<file path="config.mk">
export PLATFORM = sky130hd
export DESIGN_NAME = scc_fetch_unit
export DESIGN_NICKNAME = d
export VERILOG_FILES = /design/src/rtl/scc_fetch_unit.sv
export SDC_FILE = /design/constraint.sdc
export NUM_CORES = 1
export LEC_CHECK = 0
export CORE_MARGIN = 2
export CORE_UTILIZATION = 50
export DETAILED_ROUTE_END_ITERATION = 16
export GPL_ROUTABILITY_DRIVEN = 0
export PLACE_DENSITY = 0.9
export REMOVE_ABC_BUFFERS = 1
export SLEW_MARGIN = 20
export SYNTH_ARGS = -nofsm -noshare
export SYNTH_HDL_FRONTEND = slang
export SYNTH_SLANG_ARGS = --single-unit
</file>
<file path="constraint.sdc">
create_clock -name clk -period 4.6 [get_ports clk]
set_input_delay 0.46 -clock clk [delete_from_list [all_inputs] [get_ports clk]]
set_output_delay 0.46 -clock clk [all_outputs]
set_load 0.03 [all_outputs]
</file>
<file path="src/rtl/scc_fetch_unit.sv">
// SCC instruction fetch stage: PC, imem read issue, prefetch FIFO, redirect/halt handling.
// Optional build macro FETCH_STALL_CNT_EN adds the stall_cnt output.
module scc_fetch_unit #(
  parameter int unsigned       ADDR_W     = 16,
  parameter int unsigned       DATA_W     = 32,
  parameter logic [ADDR_W-1:0] RESET_PC   = '0,
  parameter int unsigned       FIFO_DEPTH = 2
) (
  input  logic              clk,
  input  logic              rst,
  input  logic              clk_en,
  output logic              imem_req,
  output logic [ADDR_W-1:0] imem_addr,
  input  logic [DATA_W-1:0] imem_rdata,
  output logic              inst_valid,
  input  logic              inst_ready,
  output logic [DATA_W-1:0] inst_out,
  output logic [ADDR_W-1:0] pc_out,
  input  logic              redirect_v,
  input  logic [ADDR_W-1:0] redirect_pc,
  input  logic              halt_in,
  output logic              err_pc_wrap,
  output logic              fetch_idle
`ifdef FETCH_STALL_CNT_EN
  ,
  output logic [31:0]       stall_cnt
`endif
);

  localparam int unsigned PTR_W = $clog2(FIFO_DEPTH);
  localparam int unsigned CNT_W = $clog2(FIFO_DEPTH + 1);

  typedef enum logic {
    ST_RUN,
    ST_HALT
  } state_t;

  state_t r_state;
  state_t w_state_nxt;

  logic [ADDR_W-1:0] r_pc;
  logic [ADDR_W-1:0] r_issued_pc;
  logic              r_inflight;
  logic              r_err;
  logic [PTR_W-1:0]  r_rd_ptr;
  logic [PTR_W-1:0]  r_wr_ptr;
  logic [CNT_W-1:0]  r_count;
  logic [DATA_W-1:0] r_mem_inst [FIFO_DEPTH];
  logic [ADDR_W-1:0] r_mem_pc   [FIFO_DEPTH];

  logic [CNT_W:0]    w_occ;
  logic              w_run;
  logic              w_issue;
  logic              w_redirect;
  logic              w_valid;
  logic              w_push;
  logic              w_pop;

  always_ff @(posedge clk) begin
    if (!rst) begin
      r_state <= ST_RUN;
    end else if (clk_en) begin
      r_state <= w_state_nxt;
    end
  end

  always_comb begin
    w_state_nxt = r_state;
    case (r_state)
      ST_RUN:  if (halt_in) w_state_nxt = ST_HALT;
      ST_HALT: w_state_nxt = ST_HALT;
      default: w_state_nxt = ST_RUN;
    endcase
  end

  // Halt beats redirect, and redirect blocks issue and masks the head in the same cycle.
  always_comb begin
    w_run       = (r_state == ST_RUN);
    w_occ       = {1'b0, r_count} + {{CNT_W{1'b0}}, r_inflight};
    w_redirect  = rst && clk_en && w_run && redirect_v && !halt_in;
    w_issue     = rst && clk_en && w_run && !halt_in && !redirect_v &&
                  (w_occ < (CNT_W + 1)'(FIFO_DEPTH));
    w_valid     = rst && (r_count != '0) && !w_redirect;
    w_push      = rst && clk_en && r_inflight && !w_redirect;
    w_pop       = clk_en && w_valid && inst_ready;
    imem_req    = w_issue;
    imem_addr   = rst ? r_pc : RESET_PC;
    inst_valid  = w_valid;
    inst_out    = rst ? r_mem_inst[r_rd_ptr] : '0;
    pc_out      = rst ? r_mem_pc[r_rd_ptr] : '0;
    err_pc_wrap = rst && r_err;
    fetch_idle  = rst && (r_state == ST_HALT) && (r_count == '0) && !r_inflight;
  end

  always_ff @(posedge clk) begin
    if (!rst) begin
      r_pc        <= RESET_PC;
      r_issued_pc <= RESET_PC;
      r_inflight  <= 1'b0;
      r_err       <= 1'b0;
      r_rd_ptr    <= '0;
      r_wr_ptr    <= '0;
      r_count     <= '0;
    end else if (clk_en) begin
      r_inflight <= w_issue;
      if (w_issue) begin
        r_pc        <= r_pc + ADDR_W'(1);
        r_issued_pc <= r_pc;
        if (&r_pc) r_err <= 1'b1;
      end else if (w_redirect) begin
        r_pc <= redirect_pc;
      end
      if (w_redirect) begin
        r_rd_ptr <= '0;
        r_wr_ptr <= '0;
        r_count  <= '0;
      end else begin
        if (w_push) r_wr_ptr <= r_wr_ptr + PTR_W'(1);
        if (w_pop)  r_rd_ptr <= r_rd_ptr + PTR_W'(1);
        case ({w_push, w_pop})
          2'b10:   r_count <= r_count + CNT_W'(1);
          2'b01:   r_count <= r_count - CNT_W'(1);
          default: r_count <= r_count;
        endcase
      end
    end
  end

  always_ff @(posedge clk) begin
    if (w_push) begin
      r_mem_inst[r_wr_ptr] <= imem_rdata;
      r_mem_pc[r_wr_ptr]   <= r_issued_pc;
    end
  end

`ifdef FETCH_STALL_CNT_EN
  logic [31:0] r_stall_cnt;

  always_ff @(posedge clk) begin
    if (!rst) begin
      r_stall_cnt <= '0;
    end else if (clk_en && w_run && w_valid && !inst_ready && (r_stall_cnt != '1)) begin
      r_stall_cnt <= r_stall_cnt + 32'd1;
    end
  end

  assign stall_cnt = rst ? r_stall_cnt : '0;
`endif

endmodule

</file>
==> run metrics, run 1 <==
CTS buffer count=17; number of gates given a new drive strength after cts=0; Worst-Margin Slew=0.6644 ns; maximum vdd drop=0.0002216 V; FMAX=0.3073 GHz; xor/xnor share of the synthesized area=0.01068; level count of the clock H-tree=4; cell area after synthesis=5738 um^2; area used by multi-input combinational logic=1922 um^2; Hold-fix buffers, CTS=0; post-synthesis cell type with the largest combined area=sky130_fd_sc_hd__edfxtp_1; post-synthesis adder-cell area fraction=0.002181; number of sinks driven by the clock tree=136; area share of the largest cell type after synthesis=0.5024; flop and latch count out of synthesis=136; Cell variety after synth=49; port bufs=121; unrepaired setup endpoints after global routing=false; DR WL/cell=16.82 um; Post-Syn Area per Cell=12.75 um^2; dominant combinational cell family by area after synthesis=simple AND/OR/NAND/NOR gates; critical path type=flip-flop to primary output; predominant post-synthesis flop cell=sky130_fd_sc_hd__edfxtp_1; run status=finished, final reports clean; top cells by instance count after synthesis=96 x sky130_fd_sc_hd__edfxtp_1, 50 x sky130_fd_sc_hd__mux2i_1, 50 x sky130_fd_sc_hd__nor2b_1, 49 x sky130_fd_sc_hd__nand2_1, 40 x sky130_fd_sc_hd__dfxtp_1; Die Y-Extent=111.1 um; ant diodes=0; power density over the cells=381.5 nW/um^2; final hold vios=0; post-layout power=2.924 mW; Crit path required time=4.14 ns; number of buffers between clock root and the deepest sink=2; max-slew violation count=0; total via count after detailed routing=3,908; period utilisation layout=0.7074; pin count of the biggest net entering global routing=74; via count of the first global-routing pass=3,901; fraction of final layout cells with drive strength greater than 1=0.08076; number of fillers in the final layout=803; detailed placement HPWL=8115 um; multiplexer share of the synthesized area=0.08722; number of DRC violations after detailed routing=0; number of core rows=39; aggregate global routing overflow=0; post-synthesis cell count=450; type of the tightest min-delay check=flip-flop to flip-flop; complex-gate fraction of the synthesized area=0.08308; Top-Level Pins=122; Detail Route Antenna Nets=0; area fraction in and, or, nand and nor cells after synthesis=0.1502; total routing resource utilization after global routing=0.2008; sum of routed wire length over all layers=12,200 um; core box area=11,320 um^2; Die ar.=12,350 um^2; post-CTS setup buffer count=0; cell at the root of the clock tree=sky130_fd_sc_hd__clkbuf_16; Max Cap Viol=0; clock-pin slew on the worst setup and hold paths=0.06 ns; Worst Setup Start Kind=flip-flop; headroom to the max-slew limit=0.5570; Worst Path Arrival=2.79 ns; post-route minimum period=3.254 ns; sequential share of the synthesized area=0.6420; count of flip-flops with a built-in enable after synthesis=96; kind of end point of the critical path=primary output; growth of design area from synthesis to finish=33.60%; clock network latency to the later pin of the worst-skew pair=0.40 ns; setup skew after layout=0.005946 ns; die extent in x=111.1 um; wire length of the first global-routing pass=19,290 um; post-DR vias/cell=5.390; leading cell type by number of instances after synthesis=sky130_fd_sc_hd__edfxtp_1; fraction of synthesis flops using an asynchronous set or reset pin=0; Synth Warn #=0; Area contributors post-synth=sky130_fd_sc_hd__edfxtp_1 50%, sky130_fd_sc_hd__dfxtp_1 14%, sky130_fd_sc_hd__mux2i_1 8.7%; count of TritonRoute iterations in the first routing pass=4; critical-path maximum fanout=30; Leakage Power=2.573 nW; sum of negative setup slack=0 ns; sequential standard cell area=3685 um^2; DRT iter0 DRCs=284; # setup viols final=0; # nets final=625; initial antenna violation count=0; CTS tree=yes; initial core utilization=0.5069
-- layout by cell type, fill, tap and decap left out, types with 2 or more instances in the layout --
cell                              instances
sky130_fd_sc_hd__clkdlybuf4s50_1        120
sky130_fd_sc_hd__edfxtp_1                96
sky130_fd_sc_hd__mux2i_1                 50
sky130_fd_sc_hd__nor2b_1                 49
sky130_fd_sc_hd__nand2_1                 49
sky130_fd_sc_hd__dfxtp_1                 39
sky130_fd_sc_hd__nor2_1                  18
sky130_fd_sc_hd__and2_1                  17
sky130_fd_sc_hd__a21boi_0                17
sky130_fd_sc_hd__clkbuf_16               17
sky130_fd_sc_hd__o21ai_0                 13
sky130_fd_sc_hd__a21oi_1                 11
sky130_fd_sc_hd__nand3_1                  8
sky130_fd_sc_hd__xnor2_1                  5
sky130_fd_sc_hd__bufinv_16                5
sky130_fd_sc_hd__buf_4                    5
sky130_fd_sc_hd__o21ai_1                  4
sky130_fd_sc_hd__nand4_1                  3
sky130_fd_sc_hd__a31oi_1                  3
sky130_fd_sc_hd__a22oi_1                  3
sky130_fd_sc_hd__clkinv_1                 3
sky130_fd_sc_hd__nand2b_1                 2
sky130_fd_sc_hd__and4b_1                  2
sky130_fd_sc_hd__o211ai_1                 2
sky130_fd_sc_hd__a21o_1                   2
sky130_fd_sc_hd__o31a_1                   2
sky130_fd_sc_hd__nor3b_1                  2
sky130_fd_sc_hd__o2bb2ai_1                2
sky130_fd_sc_hd__xor2_1                   2
sky130_fd_sc_hd__clkinvlp_4               2
sky130_fd_sc_hd__inv_6                    2
sky130_fd_sc_hd__clkinv_2                 2
-- worst max-delay path, cell delays in order (launching register included) --
cell and delay (ns):
sky130_fd_sc_hd__dfxtp_2 0.74, sky130_fd_sc_hd__buf_4 0.57, sky130_fd_sc_hd__mux2i_1 0.19, sky130_fd_sc_hd__nor2b_1 0.17, sky130_fd_sc_hd__clkdlybuf4s50_1 0.71
-- metal layers --
layer	wire, um	track usage	part of all wire
met1	5195	0.2492	0.43
met2	6060	0.3440	0.50
met3	790	0.05303	0.065
met4	151	0.06584	0.012
met5	0	0	0
-- power breakdown --
part           total, mW  internal [mW]  switching [mW]
clock network       1.43          0.953           0.476
registers           1.33           1.32          0.0133
logic              0.167         0.0868          0.0800
-- sequential cells by signal, indices dropped and copies added (netlist names), named ones only --
| register | count |
|---|---|
| r_issued_pc | 16 |
| r_wr_ptr | 1 |
| r_rd_ptr | 1 |
| r_inflight | 1 |
| r_state | 1 |
| r_pc | 16 |
| r_count | 2 |
| r_err | 1 |
| r_mem_pc | 32 |
| r_mem_inst | 64 |
-- kinds of logic after synthesis --
| family | Yosys count |
|---|---|
| AND/OR/NAND/NOR | 160 |
| flip-flops | 136 |
| AO/OA/AOI/OAI | 69 |
| multiplexers | 50 |
| buffers and inverters | 27 |
| XOR/XNOR | 7 |
| adder cells (fa/ha/maj) | 1 |
-- through the flow --
stage / instance area (um^2) / setup slack [ns] / hold slack, ns / utilization / instances
after floorplan: 5604 / 1.139 / 0.4254 / - / 425
after CTS: 7666 / 1.258 / 0.4421 / 0.6772 / 725
final: 7666 / 1.346 / 0.4537 / 0.6772 / 725
after global placement: 7037 / 1.615 / 0.4332 / 0.6216 / 694
after global routing: 7666 / 1.195 / 0.4575 / 0.6772 / 725
after detailed placement: 7037 / 1.530 / 0.4407 / 0.6216 / 694
-- worst paths after layout --
| check | from | slack (ns) | to | cells past startpoint |
|---|---|---|---|---|
| hold / removal | r_issued_pc[9]$_SDFFE_PN0N_ | 0.45 | r_mem_pc[1][9]$_DFFE_PP_ | 0 |
| setup reg to reg | r_inflight$_SDFFE_PN0P_ | 2.28 | r_mem_pc[1][7]$_DFFE_PP_ | 4 |
| hold reg to reg | r_issued_pc[9]$_SDFFE_PN0N_ | 0.45 | r_mem_pc[1][9]$_DFFE_PP_ | 0 |
| setup / recovery | flip-flop | 1.35 | pc_out[11] | 4 |
-- cell type report --
class / instances / share of cell area
clock inverters: 14 / 0.02660
repair buffers: 126 / 0.1622
well taps: 143 / 0.02334
flip-flops and latches: 136 / 0.4807
clock buffers: 17 / 0.05549
multi-input cells: 287 / 0.2507
inverters: 2 / 0.0009793
Note: power is estimated with default switching activity, not from simulation.
==> run 2: changes to the inputs <==
--- a/config.mk
+++ b/config.mk
@@ -6,10 +6,10 @@
 export NUM_CORES = 1
 export LEC_CHECK = 0
 export CORE_MARGIN = 2
-export CORE_UTILIZATION = 50
+export CORE_UTILIZATION = 46
 export DETAILED_ROUTE_END_ITERATION = 16
 export GPL_ROUTABILITY_DRIVEN = 0
-export PLACE_DENSITY = 0.9
+export PLACE_DENSITY = 0.87
 export REMOVE_ABC_BUFFERS = 1
 export SLEW_MARGIN = 20
 export SYNTH_ARGS = -nofsm -noshare
==> constraint.sdc (replaced) <==
create_clock -name clk -period 2.7 [get_ports clk]
set_input_delay 0.27 -clock clk [delete_from_list [all_inputs] [get_ports clk]]
set_output_delay 0.27 -clock clk [all_outputs]
set_load 0.03 [all_outputs]
==> run 2 against run 1 <==
First-iteration DRC count grew 26%. Via count shrank 1.5%. Non-clock buffer count grew 5. Power grew 63%. Critical path depth grew 2. Cell area grew 0.95%. Register-to-register slack lost 1.5 ns. Sequential share of layout area shrank 0.45 points. Largest power group is now registers. Clock power grew 55%. Die area grew 8.4%. Critical endpoint is now inst_valid.
==> run metrics, run 2 (synthesized netlist as in run 1, its figures left out) <==
Top-Level Pins=122 (unchanged); die extent in x=115.7 um (+4.1%); port bufs=121 (unchanged); met3 usage=0.04864 (-0.004394); post-CTS setup buffer count=0 (unchanged); internal power of the cells=3.768 mW (+60%); max-slew violation count=0 (unchanged); ant diodes=0 (unchanged); growth of design area from synthesis to finish=34.87%; Crit path required time=2.43 ns (-1.71 ns); wire length of the first global-routing pass=19,220 um (-0.36%); commonest cells after routing, fill and taps aside=119 x sky130_fd_sc_hd__clkdlybuf4s50_1, 96 x sky130_fd_sc_hd__edfxtp_1, 50 x sky130_fd_sc_hd__mux2i_1, 49 x sky130_fd_sc_hd__nor2b_1, 49 x sky130_fd_sc_hd__nand2_1; startpoint of the most critical hold path=imem_rdata[27]; unrepaired setup endpoints after global routing=false; number of core rows=40 (+2.6%); Worst R2R End=r_pc[10]$_SDFFE_PN0P_; proportion of power drawn by the clock network=0.464 (-0.025); Most Crowded Layer GR=met2; setup skew after layout=0.009748 ns (+0.003803 ns); Critical-path top delay cell=sky130_fd_sc_hd__clkdlybuf4s50_1; number of flip-flops under the largest register name=64 (unchanged); Worst Path Arrival=2.29 ns (-0.50 ns); Detail Route Antenna Nets=0 (unchanged); initial core utilization=0.4738 (-0.03309); period utilisation layout=0.9471; # setup viols final=0 (unchanged); sum of negative setup slack=0 ns (unchanged); worst stage delay on the critical path=0.68 ns (-0.06 ns); number of buffers between clock root and the deepest sink=2 (unchanged); Leakage Power=2.582 nW (+0.35%); switching share of total power=0.2098 (+0.01499); number of gates given a new drive strength after cts=0 (unchanged); most prevalent standard cell on the critical path=sky130_fd_sc_hd__clkdlybuf4s50_1; core box area=12,110 um^2 (+7.0%); aggregate global routing overflow=0 (unchanged); biggest regs=r_mem_inst: 64 flops, r_mem_pc: 32 flops; CTS buffer count=17 (unchanged); WHS Endpoint=r_mem_inst[0][27]$_DFFE_PP_; Net Switching=1.000 mW (+76%); post-DR vias/cell=5.090 (-5.6%); Die ar.=13,380 um^2 (+8.4%); count of TritonRoute iterations in the first routing pass=4 (unchanged); total routing resource utilization after global routing=0.1871 (-0.01371); Worst R2R Path Depth=6 (+2); Layout Cells excl Fill=756 (+4.3%); post-route minimum period=2.557 ns; clock network latency to the later pin of the worst-skew pair=0.40 ns (about the same); Fin Hold WS=0.4516 ns (-0.002132 ns); detailed placement HPWL=7970 um (-1.8%); DRT iter0 DRCs=359 (+26%); number of DRC violations after detailed routing=0 (unchanged); Worst Setup Start Kind=primary input; count of placed standard cells including taps=724 (+4.3%); final hold vios=0 (unchanged); Seq pwr share=0.474 (+0.020); DR WL/cell=16.32 um (-3.0%); r2r setup slk=0.79 ns (-1.49 ns); FF-to-FF Start=r_pc[0]$_SDFFE_PN0P_; cell at the root of the clock tree=sky130_fd_sc_hd__clkbuf_16; total via count after detailed routing=3,848 (-1.5%); initial antenna violation count=0 (unchanged); sum of routed wire length over all layers=12,340 um (+1.1%); headroom to the max-slew limit=0.6205 (+0.06349); logic gate share of total power=0.061 (+0.004); Max Cap Viol=0 (unchanged); global-route met1 utilization=0.2401 (-0.009081); commonest non-fill, non-tap cell in the layout=sky130_fd_sc_hd__clkdlybuf4s50_1; run status=finished, final reports clean; met2 routing resource usage after global routing=0.3053 (-0.03870); via count of the first global-routing pass=3,878 (-0.59%); pin count of the biggest net entering global routing=71 (-4.1%); level count of the clock H-tree=4 (unchanged); power density over the cells=616.1 nW/um^2 (+62%); critical-path cell list=clkdlybuf4s50_1 -> and4bb_2 -> and2_1 -> nand2b_1 -> nor2_1 -> clkdlybuf4s50_1; clock-pin slew on the worst setup and hold paths=0.06 ns (about the same); worst hold stages=1 (+1); FMAX=0.3911 GHz; Worst-Margin Slew=0.5691 ns (-0.09532 ns); maximum vdd drop=0.0003658 V (+65%); kind of end point of the critical path=primary output; fraction of final layout cells with drive strength greater than 1=0.09354 (+0.01278); Die Y-Extent=115.7 um (+4.1%); Hold-fix buffers, CTS=0 (unchanged); CTS tree=yes; cell area after placement=7166 um^2 (+1.8%); critical path type=primary input to primary output; register ranked first by flip-flop count=r_mem_inst; Post-Layout Inst Area=7739 um^2 (+0.95%); critical-path maximum fanout=6 (-80%); number of sinks driven by the clock tree=136 (unchanged); type of the tightest min-delay check=primary input to flip-flop; # nets final=630 (+0.80%)
run 2: per-stage QoR:
stage          setup slack [ns]    util  total power, mW
3_5_place_dp             0.1681  0.5916            2.596
3_3_place_gp             0.1929  0.5916            2.588
6_report                 0.1429  0.6389            4.768
2_1_floorplan           -0.7129       -            2.419
5_1_grt                 0.05485  0.6389            4.915
4_1_cts                  0.1503  0.6389            4.807
run 2: per-layer routing:
layer | wire, um | share of wire
met5 | 0 | 0
met3 | 683 | 0.055
met4 | 99 | 0.0080
met1 | 5538 | 0.45
met2 | 6015 | 0.49
run 2: worst max-delay path, delay by kind of cell:
family / cells / cell delay, ns
simple gates: 4 / 0.83
buf+inv: 2 / 1.18
run 2: worst max path at each step:
| stage | cells after the start | start | endpoint |
|---|---|---|---|
| detailed placement | 6 | halt_in | inst_valid |
| global route | 6 | halt_in | inst_valid |
| floorplan | 3 | r_inflight$_SDFFE_PN0P_ | r_mem_inst[0][0]$_DFFE_PP_ |
| finish | 6 | halt_in | inst_valid |
| CTS | 5 | r_state$_SDFFE_PN0P_ | inst_valid |
| global placement | 6 | halt_in | inst_valid |
run 2: area by class of cell:
class	instances	area (um^2)
Tap cell	168	210.2
Timing Repair Buffer	131	1341
Clock buffer	19	442.9
Inverter	2	7.507
Fill cell	931	4373
Clock inverter	13	130.1
Sequential cell	136	3685
Multi-Input combinational cell	287	1922
run 2: power groups by stage:
| stage | registers [mW] | logic [mW] | clock network (mW) |
|---|---|---|---|
| after floorplan | 2.30 | 0.119 | 0 |
| after global placement | 2.30 | 0.284 | 0 |
| after detailed placement | 2.31 | 0.291 | 0 |
| after CTS | 2.26 | 0.293 | 2.25 |
| after global routing | 2.26 | 0.310 | 2.34 |
| final | 2.26 | 0.291 | 2.21 |
==> run 3: changes to the inputs <==
--- a/config.mk
+++ b/config.mk
@@ -5,8 +5,10 @@
 export SDC_FILE = /design/constraint.sdc
 export NUM_CORES = 1
 export LEC_CHECK = 0
+export CAP_MARGIN = 20
 export CORE_MARGIN = 2
 export CORE_UTILIZATION = 46
+export CTS_CLUSTER_SIZE = 20
 export DETAILED_ROUTE_END_ITERATION = 16
 export GPL_ROUTABILITY_DRIVEN = 0
 export PLACE_DENSITY = 0.87
==> results of run 3 <==
Same layout as run 2: the final DEF is identical, and so are final timing and power.
